`config.mk`:
```
export PLATFORM = sky130hd
export DESIGN_NAME = memory_stage
export DESIGN_NICKNAME = d
export VERILOG_FILES = /design/src/rtl/cpu_pkg.sv /design/src/rtl/mem_align.sv /design/src/rtl/memory_stage.sv
export SDC_FILE = /design/constraint.sdc
export NUM_CORES = 1
export LEC_CHECK = 0
export ABC_AREA = 1
export CAP_MARGIN = 5
export CORE_ASPECT_RATIO = 1.5
export CORE_MARGIN = 1
export CORE_UTILIZATION = 40
export CTS_BUF_LIST = sky130_fd_sc_hd__clkbuf_2 sky130_fd_sc_hd__clkbuf_4 sky130_fd_sc_hd__clkbuf_8
export DETAILED_ROUTE_END_ITERATION = 8
export GPL_ROUTABILITY_DRIVEN = 0
export PLACE_DENSITY_LB_ADDON = 0.05
export REMOVE_ABC_BUFFERS = 1
export SKIP_CTS_REPAIR_TIMING = 1
export SLEW_MARGIN = 20
export SYNTH_ARGS = -nofsm -noshare
export SYNTH_HDL_FRONTEND = slang
export SYNTH_SLANG_ARGS = --single-unit
```
`constraint.sdc`:
```
create_clock -name clk -period 1.3 [get_ports clk]
set_input_delay 0.325 -clock clk [delete_from_list [all_inputs] [get_ports clk]]
set_output_delay 0.325 -clock clk [all_outputs]
set_load 0.05 [all_outputs]
```
`src/rtl/cpu_pkg.sv`:
```
// Shared encodings for the memory stage: access sizes, FSM states, alignment rule.
// No logic of its own; imported by memory_stage and mem_align.
// Size code 2'b11 is reserved and is handled everywhere as a word access.
package cpu_pkg;

    localparam logic [1:0] MEM_B = 2'b00;
    localparam logic [1:0] MEM_H = 2'b01;
    localparam logic [1:0] MEM_W = 2'b10;

    typedef enum logic [1:0] {
        IDLE   = 2'd0,
        ACCESS = 2'd1,
        DONE   = 2'd2
    } state_t;

    // Halfwords need an even address; words (and the reserved code) need a[1:0]==0.
    function automatic logic misaligned(input logic [1:0] size, input logic [1:0] a);
        logic m;
        case (size)
            MEM_B:   m = 1'b0;
            MEM_H:   m = a[0];
            default: m = (a != 2'b00);
        endcase
        return m;
    endfunction

endpackage

```
`src/rtl/mem_align.sv`:
```
// Purpose: store byte-lane strobes/replicated data and load lane extraction with extension.
// Latency: purely combinational.
// Backpressure: none; the caller decides when outputs are used.
// Ports: size/addr_lo select the lanes, sdata is the store value, rdata the fetched word,
//        is_unsigned picks zero- vs sign-extension; wstrb/wdata/ldata are the results.
module mem_align
    import cpu_pkg::*;
(
    input  logic [1:0]  size,
    input  logic [1:0]  addr_lo,
    input  logic [31:0] sdata,
    input  logic [31:0] rdata,
    input  logic        is_unsigned,
    output logic [3:0]  wstrb,
    output logic [31:0] wdata,
    output logic [31:0] ldata
);

    logic [7:0]  lbyte;
    logic [15:0] lhalf;

    always_comb begin
        lbyte = rdata[{addr_lo, 3'b000} +: 8];
        lhalf = addr_lo[1] ? rdata[31:16] : rdata[15:0];
        wstrb = 4'b1111;
        wdata = sdata;
        ldata = rdata;
        case (size)
            MEM_B: begin
                wstrb = 4'b0001 << addr_lo;
                wdata = {4{sdata[7:0]}};
                ldata = {{24{~is_unsigned & lbyte[7]}}, lbyte};
            end
            MEM_H: begin
                wstrb = addr_lo[1] ? 4'b1100 : 4'b0011;
                wdata = {2{sdata[15:0]}};
                ldata = {{16{~is_unsigned & lhalf[15]}}, lhalf};
            end
            default: ;
        endcase
    end

endmodule

```
`src/rtl/memory_stage.sv`:
```
// Purpose: execute->writeback pipeline register that also performs data-RAM loads/stores.
// Latency: non-memory op 1 cycle; memory op 1 cycle after the dram_ack cycle (min 2).
// Backpressure: mem_allowin low while an access waits for dram_ack; no writeback stall.
// Ports: exe_* capture side, dram_* req/ack RAM side, mem_* one-cycle result pulse to writeback.
module memory_stage
    import cpu_pkg::*;
#(
    parameter int ADDR_W = 32,
    parameter int RF_AW  = 5
) (
    input  logic              clk,
    input  logic              resetn,
    input  logic              exe_valid,
    input  logic              exe_wen,
    input  logic [RF_AW-1:0]  exe_regsrc,
    input  logic [31:0]       exe_alu_result,
    input  logic [31:0]       exe_store_data,
    input  logic              exe_is_load,
    input  logic              exe_is_store,
    input  logic [1:0]        exe_mem_size,
    input  logic              exe_mem_unsigned,
    output logic              mem_allowin,
    output logic              dram_req,
    output logic              dram_we,
    output logic [ADDR_W-1:0] dram_addr,
    output logic [3:0]        dram_wstrb,
    output logic [31:0]       dram_wdata,
    input  logic              dram_ack,
    input  logic [31:0]       dram_rdata,
    output logic              mem_valid,
    output logic              mem_wen,
    output logic [RF_AW-1:0]  mem_regsrc,
    output logic [31:0]       mem_alu_result,
    output logic [31:0]       mem_load_data,
    output logic              mem_is_load,
    output logic              mem_excp
);

    state_t             state, state_nxt;
    logic               r_wen, r_is_load, r_is_store, r_unsigned, r_excp;
    logic [RF_AW-1:0]   r_regsrc;
    logic [31:0]        r_alu, r_sdata, r_ldata;
    logic [1:0]         r_size;
    logic               capture, in_mem_op, in_misaligned;
    logic [3:0]         al_wstrb;
    logic [31:0]        al_wdata, al_ldata;

    assign mem_allowin   = (state != ACCESS);
    assign capture       = exe_valid & mem_allowin;
    assign in_mem_op     = exe_is_load | exe_is_store;
    assign in_misaligned = in_mem_op & misaligned(exe_mem_size, exe_alu_result[1:0]);

    // Misaligned accesses never touch the RAM; they go straight to DONE with the flag set.
    always_comb begin
        state_nxt = state;
        case (state)
            IDLE, DONE: begin
                if (capture)
                    state_nxt = (in_mem_op & ~in_misaligned) ? ACCESS : DONE;
                else
                    state_nxt = IDLE;
            end
            ACCESS:  if (dram_ack) state_nxt = DONE;
            default: state_nxt = IDLE;
        endcase
    end

    always_ff @(posedge clk or negedge resetn) begin
        if (!resetn) begin
            state      <= IDLE;
            r_wen      <= 1'b0;
            r_regsrc   <= '0;
            r_alu      <= '0;
            r_sdata    <= '0;
            r_is_load  <= 1'b0;
            r_is_store <= 1'b0;
            r_size     <= MEM_B;
            r_unsigned <= 1'b0;
            r_excp     <= 1'b0;
            r_ldata    <= '0;
        end else begin
            state <= state_nxt;
            if (capture) begin
                r_wen      <= exe_wen;
                r_regsrc   <= exe_regsrc;
                r_alu      <= exe_alu_result;
                r_sdata    <= exe_store_data;
                r_is_load  <= exe_is_load;
                r_is_store <= exe_is_store;
                r_size     <= exe_mem_size;
                r_unsigned <= exe_mem_unsigned;
                r_excp     <= in_misaligned;
            end
            // Only an ack seen while waiting counts; strays in other states are dropped.
            if (state == ACCESS && dram_ack && r_is_load)
                r_ldata <= al_ldata;
        end
    end

    mem_align u_align (
        .size        (r_size),
        .addr_lo     (r_alu[1:0]),
        .sdata       (r_sdata),
        .rdata       (dram_rdata),
        .is_unsigned (r_unsigned),
        .wstrb       (al_wstrb),
        .wdata       (al_wdata),
        .ldata       (al_ldata)
    );

    // RAM-side outputs are all derived from the state register so reset clears them at once.
    assign dram_req   = (state == ACCESS);
    assign dram_we    = dram_req & r_is_store;
    assign dram_addr  = dram_req ? {r_alu[ADDR_W-1:2], 2'b00} : '0;
    assign dram_wstrb = dram_we ? al_wstrb : 4'b0000;
    assign dram_wdata = dram_we ? al_wdata : 32'h0;

    assign mem_valid      = (state == DONE);
    assign mem_wen        = mem_valid & r_wen & ~r_is_store & ~r_excp;
    assign mem_excp       = mem_valid & r_excp;
    assign mem_regsrc     = r_regsrc;
    assign mem_alu_result = r_alu;
    assign mem_load_data  = r_ldata;
    assign mem_is_load    = r_is_load;

endmodule

```
# After elaboration in Yosys (flattened, before gate mapping)
# Cells that the tools add are included.
dict set report word_totals {
  in_bits 111
  wordCells 54
  reg_bits 110
}
dict set report classes {
  mux 13
  n_reduce_logical 7
  n_eq_ne 6
  shifts 2
  bitwise 15
}
# cell n
set ops {}
lappend ops {{case mux 32 bit (2 select lines)} 2}
lappend ops {{2-to-1 mux 32 bit} 2}
lappend ops {{variable part select 32 x 6 -> 8 bit} 1}
lappend ops {{2-to-1 mux 16 bit} 1}
lappend ops {{bitwise AND 1 bit} 10}
lappend ops {{2-to-1 mux 4 bit} 2}
lappend ops {{case mux 4 bit (2 select lines)} 1}
lappend ops {{== test 2 x 1 -> 1 bit (second input constant)} 3}
lappend ops {{zero test 2 bit} 3}
lappend ops {{2-to-1 mux 2 bit} 3}
lappend ops {{inequality test 2 x 1 -> 1 bit (second input constant)} 2}
lappend ops {{inverter 1 bit} 4}
lappend ops {{case mux 2 bit (2 select lines)} 1}
lappend ops {{left shift 1 x 2 -> 4 bit (first input constant)} 1}
lappend ops {{== test 2 bit (second input constant)} 1}
lappend ops {{logical AND 1 bit} 2}
lappend ops {{case mux 1 bit (2 select lines)} 1}
lappend ops {{nonzero test 2 bit} 1}
lappend ops {{OR reduction 2 bit} 1}
lappend ops {{OR 1 bit} 1}

# Depth between registers and ports, before layout
# Gate-level depths: netlist (run 1).
dict set report depth {
  ltp_word 8
  ltp_mapped 9
  ltp_nobuf 8
}

# Cells and area by module
# A second synthesis (run 1) with hierarchy kept.
dict set report unflattened {
  hier_cells 828
  hier_area_um2 5957.0
}
# mod area_per_inst_um2 cells_each n_inst seq_area_each_um2
set by_module_without_submodules {}
lappend by_module_without_submodules {memory_stage 4824.6 600 1 2752.6}
lappend by_module_without_submodules {mem_align 1132.3 228 1 0.0}

# Worst setup path before layout (run 1)
# OpenSTA, ideal clock, no wires.
dict set report synth_timing {
  path_kind {reg-to-output}
  startpoint {register r_size[1]}
  endpoint {output port dram_wdata[15]}
  t_required_ns 0.975
  t_arrival_ns 1.994
  stages_incl_launch_ff 6
  setup_slack_ns -1.019
  path_buffers 2
  cell_sequence {dfrtp_1 -> buf_2 -> inv_2 -> clkbuf_1 -> nor2_1 -> nor3_1}
}
dict set report synth_between {
  elab_chain_cells 3
  word_cells_on_any_way 4
}
# element line
set synth_lines {}
lappend synth_lines {{start, declared} memory_stage.sv:43} ;# logic [1:0] r_size;
lappend synth_lines {{start signal, assigned} memory_stage.sv:90} ;# r_size <= exe_mem_size;
lappend synth_lines {{== test 2 x 1 -> 1 bit / zero test 2 bit (equally long branches)} mem_align.sv:28} ;# case (size)
lappend synth_lines {{case mux 32 bit (2 select lines) (*)} mem_align.sv:28}
lappend synth_lines {{2-to-1 mux 32 bit (*)} memory_stage.sv:116} ;# assign dram_wdata = dram_we ? al_wdata : 32'h0;
lappend synth_lines {{end, declared} memory_stage.sv:27} ;# output logic [31:0] dram_wdata,
# Every way passes the cells marked *; elsewhere a longest branch is shown, timed or not.

# Worst setup path after layout (run 1)
dict set report layout_timing {
  startpoint {register state[1]}
  endpoint {output port dram_wstrb[1]}
}
dict set report layout_between {
  elab_chain_cells 3
}
# element line
set layout_lines {}
lappend layout_lines {{start, declared} memory_stage.sv:39} ;# state_t state, state_nxt;
lappend layout_lines {{start signal, assigned} memory_stage.sv:82} ;# state <= state_nxt;
lappend layout_lines {{== test 2 x 1 -> 1 bit} memory_stage.sv:112} ;# assign dram_req = (state == ACCESS);
lappend layout_lines {{bitwise AND 1 bit} memory_stage.sv:113} ;# assign dram_we = dram_req & r_is_store;
lappend layout_lines {{2-to-1 mux 4 bit} memory_stage.sv:115} ;# assign dram_wstrb = dram_we ? al_wstrb : 4'b0000;
lappend layout_lines {{end, declared} memory_stage.sv:26} ;# output logic [3:0] dram_wstrb,
# No other way between the ends.

==> results of run 1 <==
[final timing paths]
path	from	end	slack, ns
setup / recovery	state[1]	dram_wstrb[1]	-0.71
hold / removal	resetn	mem_load_data[7]	0.41
setup reg to reg	state[0]	mem_alu_result[20]	-0.41
hold reg to reg	r_wen	r_wen	0.49
max in group asynchronous	resetn	r_sdata[0]	0.39
min in group clk	exe_store_data[23]	r_sdata[23]	0.45
[through the flow]
step           setup TNS (ns)  instances  worst slack (ns)  total power, W
2_1_floorplan         -179.25        758             -2.19          0.0101
3_3_place_gp           -51.85       1268            -0.419          0.0157
3_5_place_dp           -57.68       1268            -0.447          0.0159
4_1_cts                -86.71       1284            -0.877          0.0181
5_1_grt                -99.52       1291            -0.779          0.0193
6_report               -81.42       1291            -0.713          0.0185
[flip-flops by register name, summed over array words and instances, names as in the netlist]
register and count:
mem_is_load 1, state 2, r_is_store 1, r_sdata 32
mem_load_data 32, r_size 2, mem_alu_result 32, r_excp 1
mem_regsrc 5, r_wen 1, r_unsigned 1
[cell usage in the layout (no fill, tap or decap), types with 6 or more instances in the layout]
cell / count
o211ai_1: 7
or2_1: 7
nor2_2: 34
clkdlybuf4s50_1: 109
inv_1: 86
nand2_1: 272
a21oi_2: 8
a21oi_1: 33
o22ai_1: 6
buf_6: 13
clkbuf_8: 11
nand3_1: 28
buf_12: 150
nor2_1: 41
buf_4: 50
nor2_4: 6
or2_2: 16
o21ai_0: 61
inv_2: 8
dfrtp_1: 109
[area by class of cell]
type / instances / area (sq um)
Tap cell: 192 / 240
Clock inverter: 4 / 52.6
Timing Repair inverter: 1 / 8.76
Clock buffer: 12 / 159
Inverter: 99 / 394
Sequential cell: 110 / 2750
Multi-Input combinational cell: 549 / 2730
Fill cell: 994 / 3150
Timing Repair Buffer: 324 / 4640
[power groups by stage]
stage	clock, W	combinational, W	sequential (W)
2_1_floorplan	0	0.00261	0.00746
3_3_place_gp	0	0.0104	0.00534
3_5_place_dp	0	0.0105	0.00537
4_1_cts	0.00231	0.0105	0.00531
5_1_grt	0.00243	0.0114	0.00544
6_report	0.00224	0.0109	0.00533
[cell families after synthesis]
family,count (synthesis),share of synthesized area [%]
AO/OA/AOI/OAI,133,12.1
buffers and inverters,146,10.9
flip-flops,110,47.2
other,1,0.0643
AND/OR/NAND/NOR,414,29.8
[routing by layer]
layer / share of wire, % / vias to the layer above / global-route usage, % / wire [um]
li1: - / 3063 / - / -
met5: 0 / - / 0 / 0
met2: 54 / 223 / 48.5 / 10800
met3: 7.4 / 36 / 7.94 / 1480
met1: 35 / 2989 / 28.3 / 7040
met4: 2.8 / 0 / 9.06 / 561
[worst register-to-register path: stages (launching register included)]
cell,delay (ns)
dfrtp_1,0.42
nand2_4,0.09
buf_4,0.30
buf_12,0.25
nand2_4,0.08
inv_4,0.14
buf_12,0.20
nand2_1,0.08
o21ai_0,0.09
==> qor.txt, run 1 <==
Syn Area/Cell - 7.25 sq um
Max frequency - 497 MHz
Post-synth ARST share - 100%
P_leak - 5.21 nW
Count leader, synth - nand2_1
CP Buf/Inv Count - 4
Residual DRC - 0
Maximum fanout along the worst path - 7
Synth Register Bits - 110
Clock-pin transition on the worst setup and hold timing paths - 0.12 ns
Placed Instance Area - 10300 sq um
Yosys Warn Count - 0
PwrDens - 1680 nW/um^2
Layout cells sized above 1 - 30.1%
Largest net degree at the start of global routing - 35
RSZ-0062 raised after global routing - true
Iteration-0 DRC count of the detailed router - 288
Clock buffer depth - 2
Worst setup margin - -0.713 ns
Skew final - 0.0206 ns
WHS - 0.414 ns
Gr ovfl total - 0
Post-synth top area share - 47.2%
Combinational cell fraction of total power - 59.0%
Int Pwr - 0.0104 W
CP max-delay cell - dfrtp_1
WL per Instance - 15.4 um
Tot GR Track Use - 26.4%
Total number of vias - 6311
Final worst-path cycle share - 155%
Final hold violations - 0
Most used cell, CP - buf_12
Critical path depth in cells - 8
Part of the power in the clock network - 12.1%
TritonCTS Buffers - 9
Die Y - 150 um
First-pass GRT wire length - 30.3 mm
Seq/Total Area, Yosys - 47.2%
Top post-synthesis cells by area - dfrtp_1 47%, nand2_1 18%, o21ai_0 6.0%
Post-synth EDFFs - 0
Via/cell ratio - 4.89
CP delay by family, top - buffers and inverters
Post-synthesis cell type count - 27
Row cnt - 53
DRT Wirelength - 19.9 mm
Sw power - 0.00805 W
R2R depth - 8
Post-layout util - 77.7%
Die Area - 15100 sq um
H-tree depth - 3
CTS tree - yes
N_diodes - 0
Number of max-cap violations - 0
1st-pass router iterations - 4
Root Driver - clkbuf_8
Worst-skew pair later-pin latency - 0.39 ns
Setup crit end kind - primary output
Crit Path Class - reg -> out
Top FF cell, synth - dfrtp_1
Worst path cell trace - inv_2 -> nand2_4 -> nor2_4 -> buf_12 -> o21ai_4 -> a21oi_1 -> buf_4 -> buf_12
Fin nets - 1205
Cell taking the most area after synthesis - dfrtp_1
Design Area, Final - 11000 sq um
Post-synthesis cell area - 5830 sq um
Endpoints failing setup - 202
CTS Sinks - 110
Hold/Removal Path Class - in -> async
Worst-case vdd ir drop - 1.04 mV
ANT nets after route - 0
Status - finished, violations left
Failing checks - negative setup slack
Area growth syn-to-layout - 88.3%
DP Wirelength - 15.0 mm
Worst EP required - 0.98 ns
Sequential Power Share - 28.9%
Worst setup SP type - flip-flop
Max Slew Vio Count - 0
Slowest stage delay, CP - 0.39 ns
Sw frac - 43.6%
Io pins - 255
Commonest cells post-synth - 273 x nand2_1, 110 x dfrtp_1, 88 x inv_1
Gate Count Post-Synth - 804
Initial antenna violation count - 0
Critical path arrival - 1.69 ns
Min Tclk post-route - 2.01 ns
I/O Buffers - 252
Number of global-route vias before repair - 6086
Initial core utilization - 41.3%
Die X - 101 um
Core footprint - 14100 sq um
No activity file was read; power rests on OpenSTA's default activity.
==> inputs of run 2 (changes only) <==
--- a/config.mk
+++ b/config.mk
@@ -9,7 +9,7 @@
 export CAP_MARGIN = 5
 export CORE_ASPECT_RATIO = 1.5
 export CORE_MARGIN = 1
-export CORE_UTILIZATION = 40
+export CORE_UTILIZATION = 47
 export CTS_BUF_LIST = sky130_fd_sc_hd__clkbuf_2 sky130_fd_sc_hd__clkbuf_4 sky130_fd_sc_hd__clkbuf_8
 export DETAILED_ROUTE_END_ITERATION = 8
 export GPL_ROUTABILITY_DRIVEN = 0
==> constraint.sdc (replaced) <==
create_clock -name clk -period 2.5 [get_ports clk]
set_input_delay 0.625 -clock clk [delete_from_list [all_inputs] [get_ports clk]]
set_output_delay 0.625 -clock clk [all_outputs]
set_load 0.05 [all_outputs]
==> qor.txt, run 2 (same netlist as run 1, synthesis figures left out) <==
Int Pwr - 0.00423 W
WL per Instance - 15.4 um
DP Cell Count - 1179
Die Y - 138 um
Root Driver - clkbuf_8
Worst-skew pair later-pin latency - 0.38 ns
Core footprint - 12000 sq um
Skew final - 0.00501 ns
Residual DRC - 0
ANT nets after route - 0
I/O Buffers - 252
Largest net degree at the start of global routing - 77
Sequential Power Share - 31.8%
Hold/Removal Path Class - in -> async
Endpoints failing setup - 0
Combinational cell fraction of total power - 54.2%
Number of max-cap violations - 0
Status - finished, final reports clean
Area growth syn-to-layout - 53.0%
Die X - 92.9 um
Clock buffer depth - 2
Io pins - 255
Die Area - 12900 sq um
CTS Sinks - 110
CTS tree - yes
1st-pass router iterations - 4
Crit Path Class - reg -> out
Max frequency - 410 MHz
N_diodes - 0
H-tree depth - 3
Maximum fanout along the worst path - 18
Rel. slew slack - 61.5%
Initial antenna violation count - 0
Min Tclk post-route - 2.44 ns
Finished Layout Cells - 1194
Worst-case vdd ir drop - 0.474 mV
Gr ovfl total - 0
Iteration-0 DRC count of the detailed router - 293
RSZ-0062 raised after global routing - true
Setup crit end kind - primary output
Final hold violations - 0
PwrDens - 895 nW/um^2
Tot GR Track Use - 28.6%
Commonest non-fill, non-tap cell in the layout - nand2_1
Final worst-path cycle share - 97.5%
TritonCTS Buffers - 9
Pin slew with the least headroom to its limit - 0.576 ns
P_leak - 4.36 nW
DP Wirelength - 13.1 mm
Fin nets - 1148
Layout cells sized above 1 - 14.7%
Post-route total power - 0.00799 W
Max Slew Vio Count - 0
Sw power - 0.00375 W
Initial core utilization - 48.5%
Sw frac - 47.0%
Worst EP required - 1.88 ns
First-pass GRT wire length - 28.8 mm
Via/cell ratio - 4.98
Row cnt - 49
Clock-pin transition on the worst setup and hold timing paths - 0.10 ns
Worst setup SP type - flip-flop
Commonest cells after routing, fill and taps aside - 272 x nand2_1, 178 x clkdlybuf4s50_1, 110 x dfrtp_1, 88 x inv_1, 79 x nor2_1
DRT Wirelength - 18.4 mm
Number of global-route vias before repair - 5886
Part of the power in the clock network - 13.9%
Total number of vias - 5947
WHS - 0.201 ns
Critical path arrival - 1.81 ns
==> run 2: changes by cell type in the layout (fill, tap and decap cells not counted), moves of 4 or more <==
| cell | change |
|---|---|
| o21ai_1 | -5 |
| nor2_2 | -34 |
| buf_12 | -115 |
| nor2_4 | -4 |
| o21ai_0 | +9 |
| buf_6 | -12 |
| o22ai_1 | +4 |
| nor2_1 | +38 |
| clkdlybuf4s50_1 | +69 |
| buf_4 | +4 |
==> run 2: cell type report <==
| class | instances | area (sq um) |
|---|---|---|
| clock buffer | 12 | 153 |
| tap | 153 | 191 |
| multi-input combinational | 549 | 2500 |
| timing repair buffer | 268 | 2900 |
| fill | 963 | 3100 |
| sequential | 110 | 2750 |
| inverter | 99 | 377 |
| clock inverter | 3 | 45.0 |
==> run 2: final timing paths <==
path / from / slack [ns] / endpoint / cells after the start
setup reg to reg: mem_alu_result[0] / 0.60 / mem_load_data[10] / 10
hold reg to reg: mem_load_data[15] / 0.49 / mem_load_data[15] / 2
min in group clk: mem_load_data[15] / 0.49 / mem_load_data[15] / 2
setup / recovery: state[1] / 0.06 / dram_wdata[0] / 7
max in group asynchronous: resetn / 1.69 / r_sdata[30] / 2
hold / removal: resetn / 0.20 / mem_load_data[12] / 1
==> run 2: worst max-delay path, cell delays in order, from the launching register on <==
cell     delay, ns
dfrtp_1       0.37
inv_1         0.10
nand2_4       0.05
nor2_1        0.11
buf_4         0.22
inv_4         0.14
nor2_1        0.26
buf_12        0.18
==> run 2: metal layers <==
metal  vias up  track usage [%]  wire length [um]
li1       2929                -                 -
met1      2722             32.4              6700
met2       254             49.9              9490
met3        42             7.54              1590
met4         0             12.7               612
met5         -                0                 0
==> run 2: metrics by stage <==
| stage | TNS [ns] | instance area [sq um] | utilization, % | setup WS [ns] |
|---|---|---|---|---|
| after global routing | -0.0725 | 8920 | 74.2 | -0.0269 |
| final | 0 | 8920 | 74.2 | 0.0627 |
| after detailed placement | 0 | 8660 | 72.0 | 0.323 |
| after global placement | 0 | 8660 | 72.0 | 0.347 |
| after CTS | -0.283 | 8850 | 73.7 | -0.0962 |
| after floorplan | -32.47 | 5570 | - | -1.29 |
==> run 2: power groups by stage <==
stage                     Clock, W  Combinational [W]  Sequential [W]
final                      0.00111            0.00433         0.00254
after global routing       0.00120            0.00460         0.00260
after CTS                  0.00113            0.00432         0.00254
after detailed placement         0            0.00430         0.00257
after global placement           0            0.00425         0.00257
after floorplan                  0            0.00136         0.00388
